==> src/rtl/multiword_add_seq_if.sv <==
// multiword_add_seq_if
//   Operand/result bundle for the multi-word add/subtract sequencer.
//   master: issues start/sub/A/B, observes busy/done/Z/Cout/overflow.
//   slave : the sequencer itself.
//   start     request a new operation
//   sub       0: Z = A + B, 1: Z = A - B
//   A, B      W-bit operands (W = N*WORDS)
//   busy      slices in progress
//   done      one-cycle result-valid pulse
//   Z         W-bit result
//   Cout      carry out of the MSB (for sub: 1 = no borrow)
//   overflow  signed overflow of the whole W-bit operation
interface multiword_add_seq_if #(
  parameter int N     = 32,
  parameter int WORDS = 4
);
  localparam int W = N * WORDS;

  logic         start;
  logic         sub;
  logic [W-1:0] A;
  logic [W-1:0] B;
  logic         busy;
  logic         done;
  logic [W-1:0] Z;
  logic         Cout;
  logic         overflow;

  modport master (
    output start, sub, A, B,
    input  busy, done, Z, Cout, overflow
  );

  modport slave (
    input  start, sub, A, B,
    output busy, done, Z, Cout, overflow
  );
endinterface

==> src/rtl/multiword_add_seq.sv <==
// multiword_add_seq
//   Builds a W-bit (W = N*WORDS) add/subtract out of a single N-bit adder
//   slice, one word per clock, least significant word first, with the carry
//   registered between slices. Latency from accepted start to done is
//   WORDS+1 cycles.
//   clk    rising-edge clock
//   rst_n  synchronous active-low reset
//   bus    slave side of multiword_add_seq_if (start/sub/A/B in,
//          busy/done/Z/Cout/overflow out)
//
//   state  | meaning
//   IDLE   | waiting for start
//   RUN    | processing slice idx_q (0..WORDS-1)
//   DONE   | result valid for one cycle; start here chains straight into RUN
module multiword_add_seq #(
  parameter int N     = 32,
  parameter int WORDS = 4
) (
  input logic               clk,
  input logic               rst_n,
  multiword_add_seq_if.slave bus
);
  localparam int W     = N * WORDS;
  localparam int IDX_W = (WORDS > 1) ? $clog2(WORDS) : 1;

  typedef enum logic [1:0] {S_IDLE, S_RUN, S_DONE} state_t;

  state_t             state_q, state_d;
  logic [IDX_W-1:0]   idx_q, idx_d;
  logic               carry_q, carry_d;
  logic [W-1:0]       a_q, a_d;
  logic [W-1:0]       b_q, b_d;
  logic [W-1:0]       z_q, z_d;
  logic               cout_q, cout_d;
  logic               ovf_q, ovf_d;

  logic               busy, done, accept, last_slice;
  logic [N-1:0]       a_word, b_word;
  logic [N:0]         slice_sum;
  logic               carry_into_msb;

  assign last_slice = (idx_q == IDX_W'(WORDS - 1));

  // Single N-bit slice; b_q already holds ~B for subtraction.
  assign a_word    = a_q[int'(idx_q)*N +: N];
  assign b_word    = b_q[int'(idx_q)*N +: N];
  assign slice_sum = {1'b0, a_word} + {1'b0, b_word} + {{N{1'b0}}, carry_q};
  // Carry into the top bit recovered from that bit's sum and operands.
  assign carry_into_msb = slice_sum[N-1] ^ a_word[N-1] ^ b_word[N-1];

  always_ff @(posedge clk) begin
    if (!rst_n) begin
      state_q <= S_IDLE;
      idx_q   <= '0;
      carry_q <= 1'b0;
      a_q     <= '0;
      b_q     <= '0;
      z_q     <= '0;
      cout_q  <= 1'b0;
      ovf_q   <= 1'b0;
    end else begin
      state_q <= state_d;
      idx_q   <= idx_d;
      carry_q <= carry_d;
      a_q     <= a_d;
      b_q     <= b_d;
      z_q     <= z_d;
      cout_q  <= cout_d;
      ovf_q   <= ovf_d;
    end
  end

  always_comb begin
    state_d = state_q;
    case (state_q)
      S_IDLE:  if (bus.start) state_d = S_RUN;
      S_RUN:   if (last_slice) state_d = S_DONE;
      S_DONE:  state_d = bus.start ? S_RUN : S_IDLE;
      default: state_d = S_IDLE;
    endcase
  end

  always_comb begin
    busy   = (state_q == S_RUN);
    done   = (state_q == S_DONE);
    accept = bus.start && (state_q != S_RUN);
  end

  always_comb begin
    idx_d   = idx_q;
    carry_d = carry_q;
    a_d     = a_q;
    b_d     = b_q;
    z_d     = z_q;
    cout_d  = cout_q;
    ovf_d   = ovf_q;
    if (accept) begin
      a_d     = bus.A;
      b_d     = bus.sub ? ~bus.B : bus.B;
      carry_d = bus.sub;
      idx_d   = '0;
      z_d     = '0;
      cout_d  = 1'b0;
      ovf_d   = 1'b0;
    end else if (busy) begin
      z_d[int'(idx_q)*N +: N] = slice_sum[N-1:0];
      carry_d = slice_sum[N];
      if (last_slice) begin
        idx_d  = '0;
        cout_d = slice_sum[N];
        ovf_d  = slice_sum[N] ^ carry_into_msb;
      end else begin
        idx_d = idx_q + 1'b1;
      end
    end
  end

  assign bus.busy     = busy;
  assign bus.done     = done;
  assign bus.Z        = z_q;
  assign bus.Cout     = cout_q;
  assign bus.overflow = ovf_q;
endmodule

==> src/flat_wrapper.sv <==
// flat-port wrapper written by rule: the top's interface ports become plain ports
module multiword_add_seq_flat 
#(
  parameter int N     = 32,
  parameter int WORDS = 4
)
  (clk, rst_n, bus_start, bus_sub, bus_A, bus_B, bus_busy, bus_done, bus_Z, bus_Cout, bus_overflow);
  multiword_add_seq_if #(.N(N), .WORDS(WORDS)) bus_i ();
  input logic clk;
  input logic rst_n;
  input wire logic [$bits(bus_i.start)-1:0] bus_start;
  input wire logic [$bits(bus_i.sub)-1:0] bus_sub;
  input wire logic [$bits(bus_i.A)-1:0] bus_A;
  input wire logic [$bits(bus_i.B)-1:0] bus_B;
  output wire logic [$bits(bus_i.busy)-1:0] bus_busy;
  output wire logic [$bits(bus_i.done)-1:0] bus_done;
  output wire logic [$bits(bus_i.Z)-1:0] bus_Z;
  output wire logic [$bits(bus_i.Cout)-1:0] bus_Cout;
  output wire logic [$bits(bus_i.overflow)-1:0] bus_overflow;
  assign bus_i.start = bus_start;
  assign bus_i.sub = bus_sub;
  assign bus_i.A = bus_A;
  assign bus_i.B = bus_B;
  assign bus_busy = bus_i.busy;
  assign bus_done = bus_i.done;
  assign bus_Z = bus_i.Z;
  assign bus_Cout = bus_i.Cout;
  assign bus_overflow = bus_i.overflow;
  multiword_add_seq #(.N(N), .WORDS(WORDS)) u_core (.clk(clk), .rst_n(rst_n), .bus(bus_i));
endmodule
==> config.mk <==
export PLATFORM = sky130hd
export DESIGN_NAME = multiword_add_seq_flat
export DESIGN_NICKNAME = d
export VERILOG_FILES = /design/src/rtl/multiword_add_seq_if.sv /design/src/rtl/multiword_add_seq.sv /design/src/flat_wrapper.sv
export SDC_FILE = /design/constraint.sdc
export NUM_CORES = 1
export LEC_CHECK = 0
export CAP_MARGIN = 5
export CORE_MARGIN = 1.5
export CORE_UTILIZATION = 51
export CTS_BUF_LIST = sky130_fd_sc_hd__clkbuf_16
export CTS_CLUSTER_SIZE = 12
export DETAILED_ROUTE_END_ITERATION = 10
export PLACE_DENSITY = 0.8
export RECOVER_POWER = 50
export SETUP_SLACK_MARGIN = 0.3
export SYNTH_ARGS = -nofsm -noshare
export SYNTH_HDL_FRONTEND = slang
export SYNTH_SLANG_ARGS = --single-unit
export TNS_END_PERCENT = 30
==> constraint.sdc <==
create_clock -name clk -period 5.5 [get_ports clk]
set_clock_uncertainty 0.05 [all_clocks]
set_input_delay 1.1 -clock clk [delete_from_list [all_inputs] [get_ports clk]]
set_output_delay 1.1 -clock clk [all_outputs]
set_load 0.01 [all_outputs]
# --- Yosys cells after proc, flatten, opt, wreduce, memory -nomap -nowiden ---
# Cells that the tools add are included.
totals:
  reg_bits: 391
  latchBits: 0
  ram_bits: 0
  romBits: 0
  input_bits: 260
  output_inout_bits: 132
  wordCells: 42
  memories: 0
classes:
  n_addsub: 4
  mul: 0
  n_div: 0
  magnitude_cmp: 0
  n_eq_ne: 6
  n_shift: 4
  muxes: 9
  bitwise_logic: 5
  n_reduce_logical: 6
ops:
  columns: ["operator", "count"]
  rows:
  - ["indexed part select 128 x 8 -> 32 bit", 2]
  - ["bitwise mux 128 bit", 1]
  - ["two-way mux 128 bit", 1]
  - ["NOT 128 bit", 1]
  - ["variable shift 32 x 33 -> 128 bit, first input constant", 1]
  - ["indexed part select 32 x 33 -> 128 bit", 1]
  - ["adder 32 x 32 -> 33 bit", 1]
  - ["adder 33 x 1 -> 33 bit", 1]
  - ["negation 7 -> 33 bit", 1]
  - ["two-way mux 2 bit", 3]
  - ["one-hot mux 2 bit (3 select lines)", 1]
  - ["equality test 2 bit, second input constant", 2]
  - ["inequality test 2 x 1 -> 1 bit, second input constant", 2]
  - ["AND reduction 2 bit", 2]
  - ["two-way mux 1 bit", 3]
  - ["bitwise XOR 1 bit", 3]
  - ["adder 2 x 1 -> 2 bit, second input constant", 1]
  - ["equality test 2 x 1 -> 1 bit, second input constant", 1]
  - ["logical NOT 2 bit", 1]
  - ["inequality test 2 bit, second input constant", 1]
  - ["nonzero test 2 bit", 1]
  - ["OR reduction 2 bit", 1]
  - ["logical AND 1 bit", 1]
  - ["NOT 1 bit", 1]

# --- Depth between registers and ports, before layout ---
depth:
  word_depth: 6
  mapped_depth: 15
  ltp_nobuf: 12

# --- Worst setup path before layout ---
# Ideal clock, no wire load.
synth_timing:
  path_type: "reg-to-reg"
  startpoint: "reg u_core.idx_q[0]"
  endpoint: "reg u_core.ovf_q, in the netlist u_core.bus.overflow"
  setup_ps: 62
  arrival_time_ps: 4799
  required_ps: 5388
  slack_ps: 589
  stages_incl_launch_ff: 16
  n_path_buf: 3
  synth_period_minus_slack_ps: 4911
  cell_sequence: "dfxtp_1 > clkbuf_1 > buf_1 > buf_1 > mux4_2 > fa_1 > fa_1 > a21oi_1 > o221ai_2 > a21oi_1 > nor2_1 > o21a_1 > a221oi_2 > xnor2_1 > or4_1 > nand3_1"
synth_via:
  elab_chain_len: 6
  elab_cells_between_ends: 9
  classes_between: "add/sub (2); eq/ne (1); shift (2); bitwise (3); reduce/logical (1)"
synth_lines:
  columns: ["element", "line", "rtl"]
  rows:
  - ["from (decl)", "multiword_add_seq.sv:29", "logic [IDX_W-1:0] idx_q, idx_d;"]
  - ["from (signal assigned)", "multiword_add_seq.sv:63", "idx_q <= idx_d;"]
  - ["indexed part select 128 x 8 -> 32 bit (on tied branches)", "multiword_add_seq.sv:45, multiword_add_seq.sv:46", null]
  - ["adder 32 x 32 -> 33 bit", "multiword_add_seq.sv:47", "assign slice_sum = {1'b0, a_word} + {1'b0, b_word} + {{N{1'b0}}, carry_q};"]
  - ["adder 33 x 1 -> 33 bit", "multiword_add_seq.sv:47", null]
  - ["bitwise XOR 1 bit (2 in a row)", "multiword_add_seq.sv:49", "assign carry_into_msb = slice_sum[N-1] ^ a_word[N-1] ^ b_word[N-1];"]
  - ["bitwise XOR 1 bit", "multiword_add_seq.sv:111", "ovf_d = slice_sum[N] ^ carry_into_msb;"]
  - ["to (signal assigned)", "multiword_add_seq.sv:69", "ovf_q <= ovf_d;"]
  - ["to (decl)", "multiword_add_seq.sv:35", "logic ovf_q, ovf_d;"]
# Parallel ways exist; a longest one is shown, timed or not.
# A chain may end at the register's enable or synchronous reset.

# --- Worst setup path in the final report ---
layout_timing:
  startpoint: "in bus_start"
  endpoint: "reg u_core.z_q[21], in the netlist u_core.bus.Z[21]"
layout_via:
  elab_chain_len: 2
layout_lines:
  columns: ["element", "line", "rtl"]
  rows:
  - ["from (decl)", "flat_wrapper.sv:11", "input wire logic [$bits(bus_i.start)-1:0] bus_start;"]
  - ["logical AND 1 bit", "multiword_add_seq.sv:86", "accept = bus.start && (state_q != S_RUN);"]
  - ["OR reduction 2 bit (no line)", null, null]
  - ["to (signal assigned)", "multiword_add_seq.sv:67", "z_q <= z_d;"]
  - ["to (decl)", "multiword_add_seq.sv:33", "logic [W-1:0] z_q, z_d;"]
# Every way passes these cells.

==> results_dict.tcl <==
set metrics [dict create \
    status "complete, but fails checks" \
    violations "capacitance limit, slew limit" \
    crit_path_end_kind "register" \
    synthSimpleGateAreaFrac_pct 14.03 \
    ctsResizeCount 0 \
    crit_path_start_kind "primary input" \
    yosysUniqueCellTypes 57 \
    drtIter0Drc 1261 \
    insertion_delay_ps 540 \
    rr_endpoint "u_core.bus.Z[25]$_SDFFE_PP0P_" \
    synth-edff-count 0 \
    dieHeight_um 191.6 \
    initial_core_util_pct 52.16 \
    route.detailed.drc 0 \
    pin_count 392 \
    yosys.area.top_type "dfxtp_1" \
    worstHoldEndpoint "u_core.a_q[89]$_SDFFE_PN0P_" \
    die_w_um 191.6 \
    crit_arrival_ps 5190 \
    ant_nets 0 \
    drv_cap 3 \
    synthFlopType "dfxtp_1" \
    setup_viol 0 \
    synth_fa_ha_area_share_pct 2.771 \
    r2r-start "u_core.idx_q[0]$_SDFFE_PP0P_" \
    min_path_type "reg2reg" \
    fp.dieArea_um2 36730 \
    synth.area.mux_share_pct 7.997 \
    power.density_nw_per_um2 289.0 \
    synthCells 1940 \
    worstSetupPathType "in2reg" \
    area_delta_synth_final_pct 29.35 \
    hold_viol_final 0 \
    synth.avg_cell_area_um2 9.356 \
    ys_top_cells_by_area "dfxtp_1, nand2_1, mux4_2" \
    synth_compound_area_share_pct 21.06 \
    htree_levels 2 \
    globalplace.congestion 0.8680 \
    fillers 2690 \
    worstMarginPinSlew_ps 2707 \
    viasPerCell 5.816 \
    cts_setup_buffers 0 \
    hold_buffers 0 \
    cts_sinks 391 \
    grt_pass1_vias 15090 \
    slew_viol_final 227 \
    post-route-min-period_ps 4850 \
    worstHoldPathCells 2 \
    detail_route.first_pass.iterations 7 \
    root_buffer "clkbuf_16" \
    synthDominantCellAreaShare_pct 43.13 \
    wl_mm 53.85 \
    grt_start_max_net_pins 148 \
    hpwl_mm 38.98 \
    fp.coreArea_um2 34800 \
    rows 68 \
    drt-wirelength-per-cell_um 19.83 \
    critPathMaxFanout 77 \
    nNetsFinal 2534 \
    grt_pass1_wl_mm 82.35 \
    vdd_drop_max_mv 0.1904 \
    ys_seq_elements 391 \
    synth-async-reset-ratio_pct 0 \
    final_util_pct 67.46 \
    cts_inserted_buffers 41 \
    via_count 15800 \
    track_usage_pct 28.56 \
    fmax_ghz 0.2062 \
    rsz0062_at_grt "false" \
    yosysSeqAreaShare_pct 43.13 \
    path_clk_slew_ps 60 \
    fin_crit_sh_pct 88.18 \
    final.setup.tns_ps 0 \
    portBuffers 391 \
    syn_area_um2 18150 \
    p_leak_nw 10.10 \
    cts_max_path_buffers 3 \
    ys_warn_count 0 \
    worst_r2r_path_depth 11 \
    crit_required_ps 5840 \
    maxSlewHeadroom_pct -81.14 \
    synth_fp_nets 2239 \
    cts_tree "yes" \
    gr-total-overflow 0 \
    synthXorXnorAreaFrac_pct 7.480 \
    antenna_found_initial 3 \
    synth_top_family_by_area "compound AO/OA/AOI/OAI gates" \
    synth_most_common_cell "nand2_1" \
    drive_above_1_share_pct 6.864 \
    r2r_slack_ps 840 \
    hold_start "u_core.a_q[89]$_SDFFE_PN0P_" \
    synth_common_cells "nand2_1, dfxtp_1, clkbuf_1" \
]
placed cells by master (no fill, tap or decap), types with 6 or more instances in the layout:
cell,Yosys,routed
xnor2_1,141,141
clkinv_1,0,6
o21ai_0,23,23
a21boi_0,128,128
nand3_1,31,31
ha_1,37,37
a21o_1,11,11
xor2_1,14,14
inv_1,10,20
dfxtp_1,391,389
clkbuf_16,0,44
mux4_2,64,64
o211ai_1,9,9
and3_1,6,6
buf_4,0,15
nor2_1,143,143
nand2_1,433,432
a21oi_1,32,32
o211a_1,128,128
clkdlybuf4s50_1,0,258
a22oi_1,113,113
dlygate4sd3_1,0,131
metal layers:
| metal | vias up | track usage [%] | wire length, um |
|---|---|---|---|
| met5 | - | 0 | 0 |
| met2 | 708 | 45.86 | 24840 |
| met3 | 92 | 5.171 | 4328 |
| met4 | 0 | 8.413 | 1353 |
| met1 | 7607 | 39.27 | 23330 |
| li1 | 7390 | - | - |
power by group:
part / leakage (nW) / internal (W) / switching [W]
logic: 6.27 / 0.000539 / 0.000638
clock network: 0.629 / 0.00142 / 0.00110
registers: 3.20 / 0.00299 / 0.0000946
layout make-up:
class,count,area (um2),area share (%)
Inverter,10,37.54,0.1599
Sequential cell,391,7835,33.37
Tap cell,455,569.3,2.425
Antenna cell,3,7.507,0.03198
Timing Repair Buffer,413,4124,17.57
Multi-Input combinational cell,1378,9708,41.35
Clock buffer,44,1101,4.690
Clock inverter,22,93.84,0.3997
critical path, cell delays in order:
cell and delay (ps):
clkdlybuf4s50_1 600, nand2_2 640, nand2_1 2060, buf_4 630, nor2_1 120
stage by stage:
step                      setup slack [ps]  cell area (um2)  std cells  hold WS [ps]  power [W]
after floorplan                      588.5            18150       1940         390.2   0.003819
after global placement                1075            22300       2647         400.9   0.004269
after detailed placement             899.6            22300       2647         408.9   0.004303
after CTS                            875.1            23500       2713         416.7   0.006797
after global routing                 297.7            23480       2716         428.5   0.007023
final                                650.4            23480       2716         414.0   0.006786
state kept, by name, indices dropped and copies added (netlist names):
name / count
u_core.a_q: 128
u_core.b_q: 128
u_core.bus.Z: 128
u_core.idx_q: 2
u_core.state_q: 2
u_core.bus.Cout: 1
u_core.bus.overflow: 1
u_core.carry_q: 1
logic make-up (layout without fill, tap and decap cells):
logic type      Yosys count  after routing
simple gates            643            643
fa+ha+maj                39             39
buf+inv                 171            489
compound gates          476            476
xor+xnor                155            155
flops                   391            391
other cells               0              3
mux                      65             65
worst max path at each step:
stage	start	end	cells past startpoint
finish	bus_start	u_core.bus.Z[21]$_SDFFE_PP0P_	5
global route	bus_start	u_core.bus.Z[21]$_SDFFE_PP0P_	5
CTS	u_core.idx_q[0]$_SDFFE_PP0P_	u_core.bus.Z[30]$_SDFFE_PP0P_	12
detailed placement	u_core.idx_q[0]$_SDFFE_PP0P_	u_core.bus.Z[30]$_SDFFE_PP0P_	12
global placement	u_core.idx_q[0]$_SDFFE_PP0P_	u_core.bus.Z[126]$_SDFFE_PP0P_	12
floorplan	u_core.idx_q[0]$_SDFFE_PP0P_	u_core.bus.overflow$_SDFFE_PP0P_	15
No activity file was read; power rests on OpenSTA's default activity.
